**src/rtl/rom_fetch_arb_if.sv**
```systemverilog
// rtl/rom_fetch_arb_if.sv - ROM port, decode stream and debug-read bundle for rom_fetch_arb
//
// Purpose: groups the bus-style signals of the fetch arbiter.
// Ports (master = fetch arbiter side):
//   rom_addr   out  ROM address, combinational from the arbiter grant
//   rom_data   in   ROM read data, valid in the same cycle as rom_addr
//   inst_valid out  prefetch queue head valid
//   inst_data  out  queue head instruction word
//   inst_pc    out  address of the queue head instruction
//   inst_ready in   decode accepts the head
//   dbg_req    in   debug read request, level, held until dbg_ack
//   dbg_addr   in   debug read address, stable while dbg_req
//   dbg_ack    out  one-cycle pulse, dbg_data valid that cycle
//   dbg_data   out  registered debug read data
interface rom_fetch_arb_if #(
    parameter int ADDR_W = 8,
    parameter int DATA_W = 26
);
    logic [ADDR_W-1:0] rom_addr;
    logic [DATA_W-1:0] rom_data;
    logic              inst_valid;
    logic [DATA_W-1:0] inst_data;
    logic [ADDR_W-1:0] inst_pc;
    logic              inst_ready;
    logic              dbg_req;
    logic [ADDR_W-1:0] dbg_addr;
    logic              dbg_ack;
    logic [DATA_W-1:0] dbg_data;

    modport master (
        output rom_addr,
        input  rom_data,
        output inst_valid,
        output inst_data,
        output inst_pc,
        input  inst_ready,
        input  dbg_req,
        input  dbg_addr,
        output dbg_ack,
        output dbg_data
    );

    modport slave (
        input  rom_addr,
        output rom_data,
        input  inst_valid,
        input  inst_data,
        input  inst_pc,
        output inst_ready,
        output dbg_req,
        output dbg_addr,
        input  dbg_ack,
        input  dbg_data
    );
endinterface

```
**src/rtl/rom_fetch_arb.sv**
```systemverilog
// rtl/rom_fetch_arb.sv - instruction fetch controller sharing the program ROM with a debug reader
//
// Purpose: sequential fetch from fetch_pc into a 2-entry prefetch queue, pc redirect
// with queue flush, and alternating arbitration of the ROM port against debug reads.
// Ports:
//   clk        in   rising-edge clock
//   rst_n      in   asynchronous active-low reset
//   run        in   enables sequential fetch
//   pc_load    in   redirect strobe (jump taken)
//   pc_target  in   redirect address
//   fetch_pc   out  next address to fetch
//   bus        rom_fetch_arb_if.master: ROM port, decode stream, debug read
module rom_fetch_arb #(
    parameter int ADDR_W = 8,
    parameter int DATA_W = 26
) (
    input  logic                 clk,
    input  logic                 rst_n,
    input  logic                 run,
    input  logic                 pc_load,
    input  logic [ADDR_W-1:0]    pc_target,
    output logic [ADDR_W-1:0]    fetch_pc,
    rom_fetch_arb_if.master      bus
);

    logic [ADDR_W-1:0]            fetch_pc_q, fetch_pc_d;
    logic [1:0][DATA_W-1:0]       q_data_q, q_data_d;
    logic [1:0][ADDR_W-1:0]       q_pc_q, q_pc_d;
    logic [1:0]                   count_q, count_d;
    logic                         dbg_ack_q, dbg_ack_d;
    logic [DATA_W-1:0]            dbg_data_q, dbg_data_d;
    logic                         last_dbg_q, last_dbg_d;   // 1: last grant went to debug

    logic       pop, full_after_pop, fetch_elig, dbg_elig;
    logic       grant_dbg, grant_fetch;
    logic [1:0] level;

    always_comb begin
        pop            = (count_q != 2'd0) && bus.inst_ready;
        // A full queue that pops this cycle still has room for this cycle's fetch.
        full_after_pop = (count_q == 2'd2) && !pop;
        fetch_elig     = run && !pc_load && !full_after_pop;
        // Blocking the ack cycle keeps a still-held dbg_req from being served twice.
        dbg_elig       = bus.dbg_req && !dbg_ack_q;
        grant_dbg      = dbg_elig && (!fetch_elig || !last_dbg_q);
        grant_fetch    = fetch_elig && !grant_dbg;

        bus.rom_addr   = grant_dbg ? bus.dbg_addr : fetch_pc_q;

        q_data_d = q_data_q;
        q_pc_d   = q_pc_q;
        level    = count_q;
        if (pop) begin
            q_data_d[0] = q_data_q[1];
            q_pc_d[0]   = q_pc_q[1];
            level       = count_q - 2'd1;
        end
        if (grant_fetch) begin
            // level is at most 1 here, so bit 0 selects the free slot.
            q_data_d[level[0]] = bus.rom_data;
            q_pc_d[level[0]]   = fetch_pc_q;
            level              = level + 2'd1;
        end
        count_d = pc_load ? 2'd0 : level;

        if (pc_load) begin
            fetch_pc_d = pc_target;
        end else if (grant_fetch) begin
            fetch_pc_d = fetch_pc_q + ADDR_W'(1);
        end else begin
            fetch_pc_d = fetch_pc_q;
        end

        dbg_ack_d  = grant_dbg;
        dbg_data_d = grant_dbg ? bus.rom_data : dbg_data_q;

        if (grant_dbg) begin
            last_dbg_d = 1'b1;
        end else if (grant_fetch) begin
            last_dbg_d = 1'b0;
        end else begin
            last_dbg_d = last_dbg_q;
        end
    end

    always_ff @(posedge clk or negedge rst_n) begin
        if (!rst_n) begin
            fetch_pc_q <= '0;
            q_data_q   <= '0;
            q_pc_q     <= '0;
            count_q    <= 2'd0;
            dbg_ack_q  <= 1'b0;
            dbg_data_q <= '0;
            last_dbg_q <= 1'b0;
        end else begin
            fetch_pc_q <= fetch_pc_d;
            q_data_q   <= q_data_d;
            q_pc_q     <= q_pc_d;
            count_q    <= count_d;
            dbg_ack_q  <= dbg_ack_d;
            dbg_data_q <= dbg_data_d;
            last_dbg_q <= last_dbg_d;
        end
    end

    assign fetch_pc       = fetch_pc_q;
    assign bus.inst_valid = (count_q != 2'd0);
    assign bus.inst_data  = q_data_q[0];
    assign bus.inst_pc    = q_pc_q[0];
    assign bus.dbg_ack    = dbg_ack_q;
    assign bus.dbg_data   = dbg_data_q;

endmodule
```
**src/flat_wrapper.sv**
```systemverilog
// flat-port wrapper written by rule: the top's interface ports become plain ports
module rom_fetch_arb_flat 
#(
    parameter int ADDR_W = 8,
    parameter int DATA_W = 26
)
  (clk, rst_n, run, pc_load, pc_target, fetch_pc, bus_rom_addr, bus_rom_data, bus_inst_valid, bus_inst_data, bus_inst_pc, bus_inst_ready, bus_dbg_req, bus_dbg_addr, bus_dbg_ack, bus_dbg_data);
  rom_fetch_arb_if #(.ADDR_W(ADDR_W), .DATA_W(DATA_W)) bus_i ();
  input  logic clk;
  input  logic rst_n;
  input  logic run;
  input  logic pc_load;
  input  logic [ADDR_W-1:0] pc_target;
  output logic [ADDR_W-1:0] fetch_pc;
  output wire logic [$bits(bus_i.rom_addr)-1:0] bus_rom_addr;
  input wire logic [$bits(bus_i.rom_data)-1:0] bus_rom_data;
  output wire logic [$bits(bus_i.inst_valid)-1:0] bus_inst_valid;
  output wire logic [$bits(bus_i.inst_data)-1:0] bus_inst_data;
  output wire logic [$bits(bus_i.inst_pc)-1:0] bus_inst_pc;
  input wire logic [$bits(bus_i.inst_ready)-1:0] bus_inst_ready;
  input wire logic [$bits(bus_i.dbg_req)-1:0] bus_dbg_req;
  input wire logic [$bits(bus_i.dbg_addr)-1:0] bus_dbg_addr;
  output wire logic [$bits(bus_i.dbg_ack)-1:0] bus_dbg_ack;
  output wire logic [$bits(bus_i.dbg_data)-1:0] bus_dbg_data;
  assign bus_rom_addr = bus_i.rom_addr;
  assign bus_i.rom_data = bus_rom_data;
  assign bus_inst_valid = bus_i.inst_valid;
  assign bus_inst_data = bus_i.inst_data;
  assign bus_inst_pc = bus_i.inst_pc;
  assign bus_i.inst_ready = bus_inst_ready;
  assign bus_i.dbg_req = bus_dbg_req;
  assign bus_i.dbg_addr = bus_dbg_addr;
  assign bus_dbg_ack = bus_i.dbg_ack;
  assign bus_dbg_data = bus_i.dbg_data;
  rom_fetch_arb #(.ADDR_W(ADDR_W), .DATA_W(DATA_W)) u_core (.clk(clk), .rst_n(rst_n), .run(run), .pc_load(pc_load), .pc_target(pc_target), .fetch_pc(fetch_pc), .bus(bus_i));
endmodule
```
**config.mk**
```make
export PLATFORM = sky130hd
export DESIGN_NAME = rom_fetch_arb_flat
export DESIGN_NICKNAME = d
export VERILOG_FILES = /design/src/rtl/rom_fetch_arb_if.sv /design/src/rtl/rom_fetch_arb.sv /design/src/flat_wrapper.sv
export SDC_FILE = /design/constraint.sdc
export NUM_CORES = 1
export LEC_CHECK = 0
export ABC_CLOCK_PERIOD_IN_PS = 2100
export CORE_ASPECT_RATIO = 2
export CORE_UTILIZATION = 45
export DETAILED_ROUTE_END_ITERATION = 6
export PLACE_DENSITY = 0.77
export SLEW_MARGIN = 20
export SYNTH_ARGS = -nofsm -noshare
export SYNTH_HDL_FRONTEND = slang
export SYNTH_SLANG_ARGS = --single-unit
export TNS_END_PERCENT = 100
```
**constraint.sdc**
```tcl
create_clock -name clk -period 2.1 [get_ports clk]
set_input_delay 0.42 -clock clk [delete_from_list [all_inputs] [get_ports clk]]
set_output_delay 0.42 -clock clk [all_outputs]
set_load 0.05 [all_outputs]
```
==> metrics.yaml, run 1 <==
die:
  dieArea_um2: 11800
  initial_core_util: 0.465
  core_area_um2: 11000
  die_height_um: 153
  fp-row-count: 54
  die_w_um: 77.4
  io_pins: 126
setup_path:
  critPathRequiredTime_ps: 1680
  crit-reg2reg-launch: "u_core.count_q[1]"
  regToRegEndpoint: "u_core.bus.inst_data[13]"
  r2r_cells: 9
  cp-start-kind: "flop"
  crit_family: "flip-flops"
  reg2reg_slack_ps: -80
  crit_arrival_ps: 1960
  cp_slowest_stage_delay_ps: 370
  worst-path-max-fanout: 7
  critPathBufInv: 3
  endpoint_kind: "output port"
  critical_path.cell_chain: "inv_2 -> ha_4 -> nand2b_4 -> a21oi_4 -> a21o_4 -> buf_12 -> mux2_4 -> buf_12"
  crit_type: "flop to output port"
  cp_slowest_cell: "dfrtp_1"
  crit_path_frequent_cell: "buf_12"
placed_design:
  hpwl_mm: 7.73
  portBuffers: 125
  gp_congestion: 0.731
  place_ws_ps: -291
synthesis:
  synth_common_cells: "106 x dfrtp_1, 105 x nand2_1, 73 x mux2_2, 40 x buf_4, 28 x mux2_4"
  synth-edff-count: 0
  synth_most_common_cell: "dfrtp_1"
  yosys.area.top_type: "dfrtp_1"
  syn_avg_cell_area_um2: 11.9
  async_flop_share: 1.00
  synth_top_area_frac: 0.518
  synth_cell_types: 33
  synth-xor-area-share: 0.00684
  synth_ff_type: "dfrtp_1"
  synth_compound_area_frac: 0.0269
  synthAdderAreaFrac: 0.00733
  yosysWarnings: 0
  synth_top_family_by_area: "multiplexers"
  synth.area.top_cells: "dfrtp_1 52%, mux2_2 16%, mux2_4 8.2%"
  synth_simple_gate_area_share: 0.101
  synth_seq_cells: 106
  synthCells: 430
  syn_area_um2: 5120
  synth.net_count: 481
  yosysSeqAreaShare: 0.518
  synthMuxAreaShare: 0.257
sta:
  clock_skew_ps: 7.17
  fmax_mhz: 420
  setup_tns_ps: -4090
  setup_violations: 42
  finalHoldViolations: 0
  max_slew_margin: 0.608
  period_needed_ps: 2380
  fin_crit_sh: 1.13
  hold_slack_ps: 115
  fin_ws_ps: -279
  worst_pin_slew_ps: 588
  rsz0062_at_grt: "true"
  maxSlewViolCount: 0
drt:
  firstDrtPassIters: 4
  wl_met1_mm: 4.46
  viasPerCell: 5.03
  drtAntennaViolNets: 0
  wl_met2_mm: 6.75
  top_layer_used: "met4"
  dr_total_vias: 3478
  routed_wl_mm: 11.8
  routedWlPerCell_um: 17.1
  drtIter0Drc: 172
  wl_met3_um: 296
  drc: 0
run_status:
  run_status: "finished with violations"
  violations: "setup timing"
layout:
  syn_to_final_growth_pct: 38.5
  nets: 598
  drive_gt1_frac: 0.330
  antenna_cells: 0
  fillers: 851
clock_tree:
  clk_pin_slew_ps: 70
  numCtsBuffers: 9
  insertion_delay_ps: 340
  root_buffer: "clkbuf_16"
  htree_levels: 3
  postCtsHoldBufs: 0
  cts_buffer_depth: 2
  cts_sinks: 106
  cts_tree: "built"
worst_hold_path:
  hold_class: "input pin to asynchronous set/reset pin"
power_and_ir_drop:
  ir_drop_mv: 0.788
  leakage_nw: 3.34
  p_per_area_nw_per_um2: 1550
grt:
  antenna_found_initial: 0
  overflow: 0
  grt_max_degree: 107
  grt_pass1_wl_mm: 18.8
  grtUsageTotal: 0.205
  grt_pass1_vias: 3738
job:
  maxCapViolCount: 0
## worst max path at each step
stage,start,endpoint,slack (ps),depth (start not counted)
after CTS,u_core.count_q[1],bus_rom_addr[2],-300,8
after detailed placement,pc_load,bus_rom_addr[2],-290,7
after global routing,u_core.count_q[1],bus_rom_addr[0],-340,8
after floorplan,u_core.count_q[1],bus_rom_addr[0],-20,9
final,u_core.count_q[1],bus_rom_addr[0],-280,8
after global placement,bus_inst_ready,bus_rom_addr[0],-290,7
## cells in the final DEF (no fill, tap or decap), types with 4 or more instances in the layout
master           instances
inv_1                    6
mux2_2                  64
mux2_4                  37
nand2_1                105
clkbuf_16               13
mux2i_1                  6
buf_12                  15
buf_4                   29
nand3_1                  4
nor2_1                   5
dfrtp_1                106
clkdlybuf4s50_1        108
o21ai_0                  4
## registers in the layout, summed over array words and instances, names as in the netlist
| signal | count |
|---|---|
| u_core.bus.inst_pc | 8 |
| u_core.fetch_pc | 8 |
| u_core.q_data_q | 26 |
| u_core.bus.dbg_ack | 1 |
| u_core.bus.inst_data | 26 |
| u_core.q_pc_q | 8 |
| u_core.count_q | 2 |
| u_core.last_dbg_q | 1 |
| u_core.bus.dbg_data | 26 |
## final cells by class
class	instances	area (µm²)	share of cell area
Clock buffer	10	229	0.0323
Clock inverter	6	90.1	0.0127
Inverter	8	30.0	0.00423
Multi-Input combinational cell	260	2140	0.302
Sequential cell	106	2650	0.374
Tap cell	140	175	0.0247
Timing Repair Buffer	162	1770	0.250
## layer usage
| layer | global-route usage | up-vias |
|---|---|---|
| li1 | - | 1632 |
| met4 | 0.102 | 0 |
| met2 | 0.386 | 90 |
| met1 | 0.219 | 1737 |
| met5 | 0 | - |
| met3 | 0.0227 | 19 |
## through the flow
stage                util  std cells  instance area [µm²]  total power (W)
finish              0.644        692                 7090           0.0110
global route        0.644        692                 7090           0.0116
CTS                 0.629        685                 6920           0.0109
detailed placement  0.593        665                 6540          0.00903
global placement    0.593        665                 6540          0.00884
floorplan               -        430                 5190          0.00763
## repair_timing
action                                  4_1_cts  5_1_grt
gates cloned                                  0        6
resized for setup                             9       11
buffers inserted                              4        3
endpoints found under the setup margin        8       78
pin swaps                                     3        4
## cell families after synthesis
group,after synthesis
AND/OR/NAND/NOR,127
multiplexers,108
flip-flops,106
buffers and inverters,64
AO/OA/AOI/OAI,18
XOR/XNOR,4
adder cells (fa/ha/maj),3
## where the power goes
part,leakage [nW],internal [W],switching [W]
combinational,1.91,0.00263,0.00325
sequential,1.28,0.00288,0.000463
clock,0.153,0.00105,0.000736
No activity file was read; power rests on OpenSTA's default activity.
==> run 2, diff against run 1 <==
Settings changed: CAP_MARGIN set to 25.
==> results of run 2 <==
Final layout, timing and power as in run 1 (identical DEF).
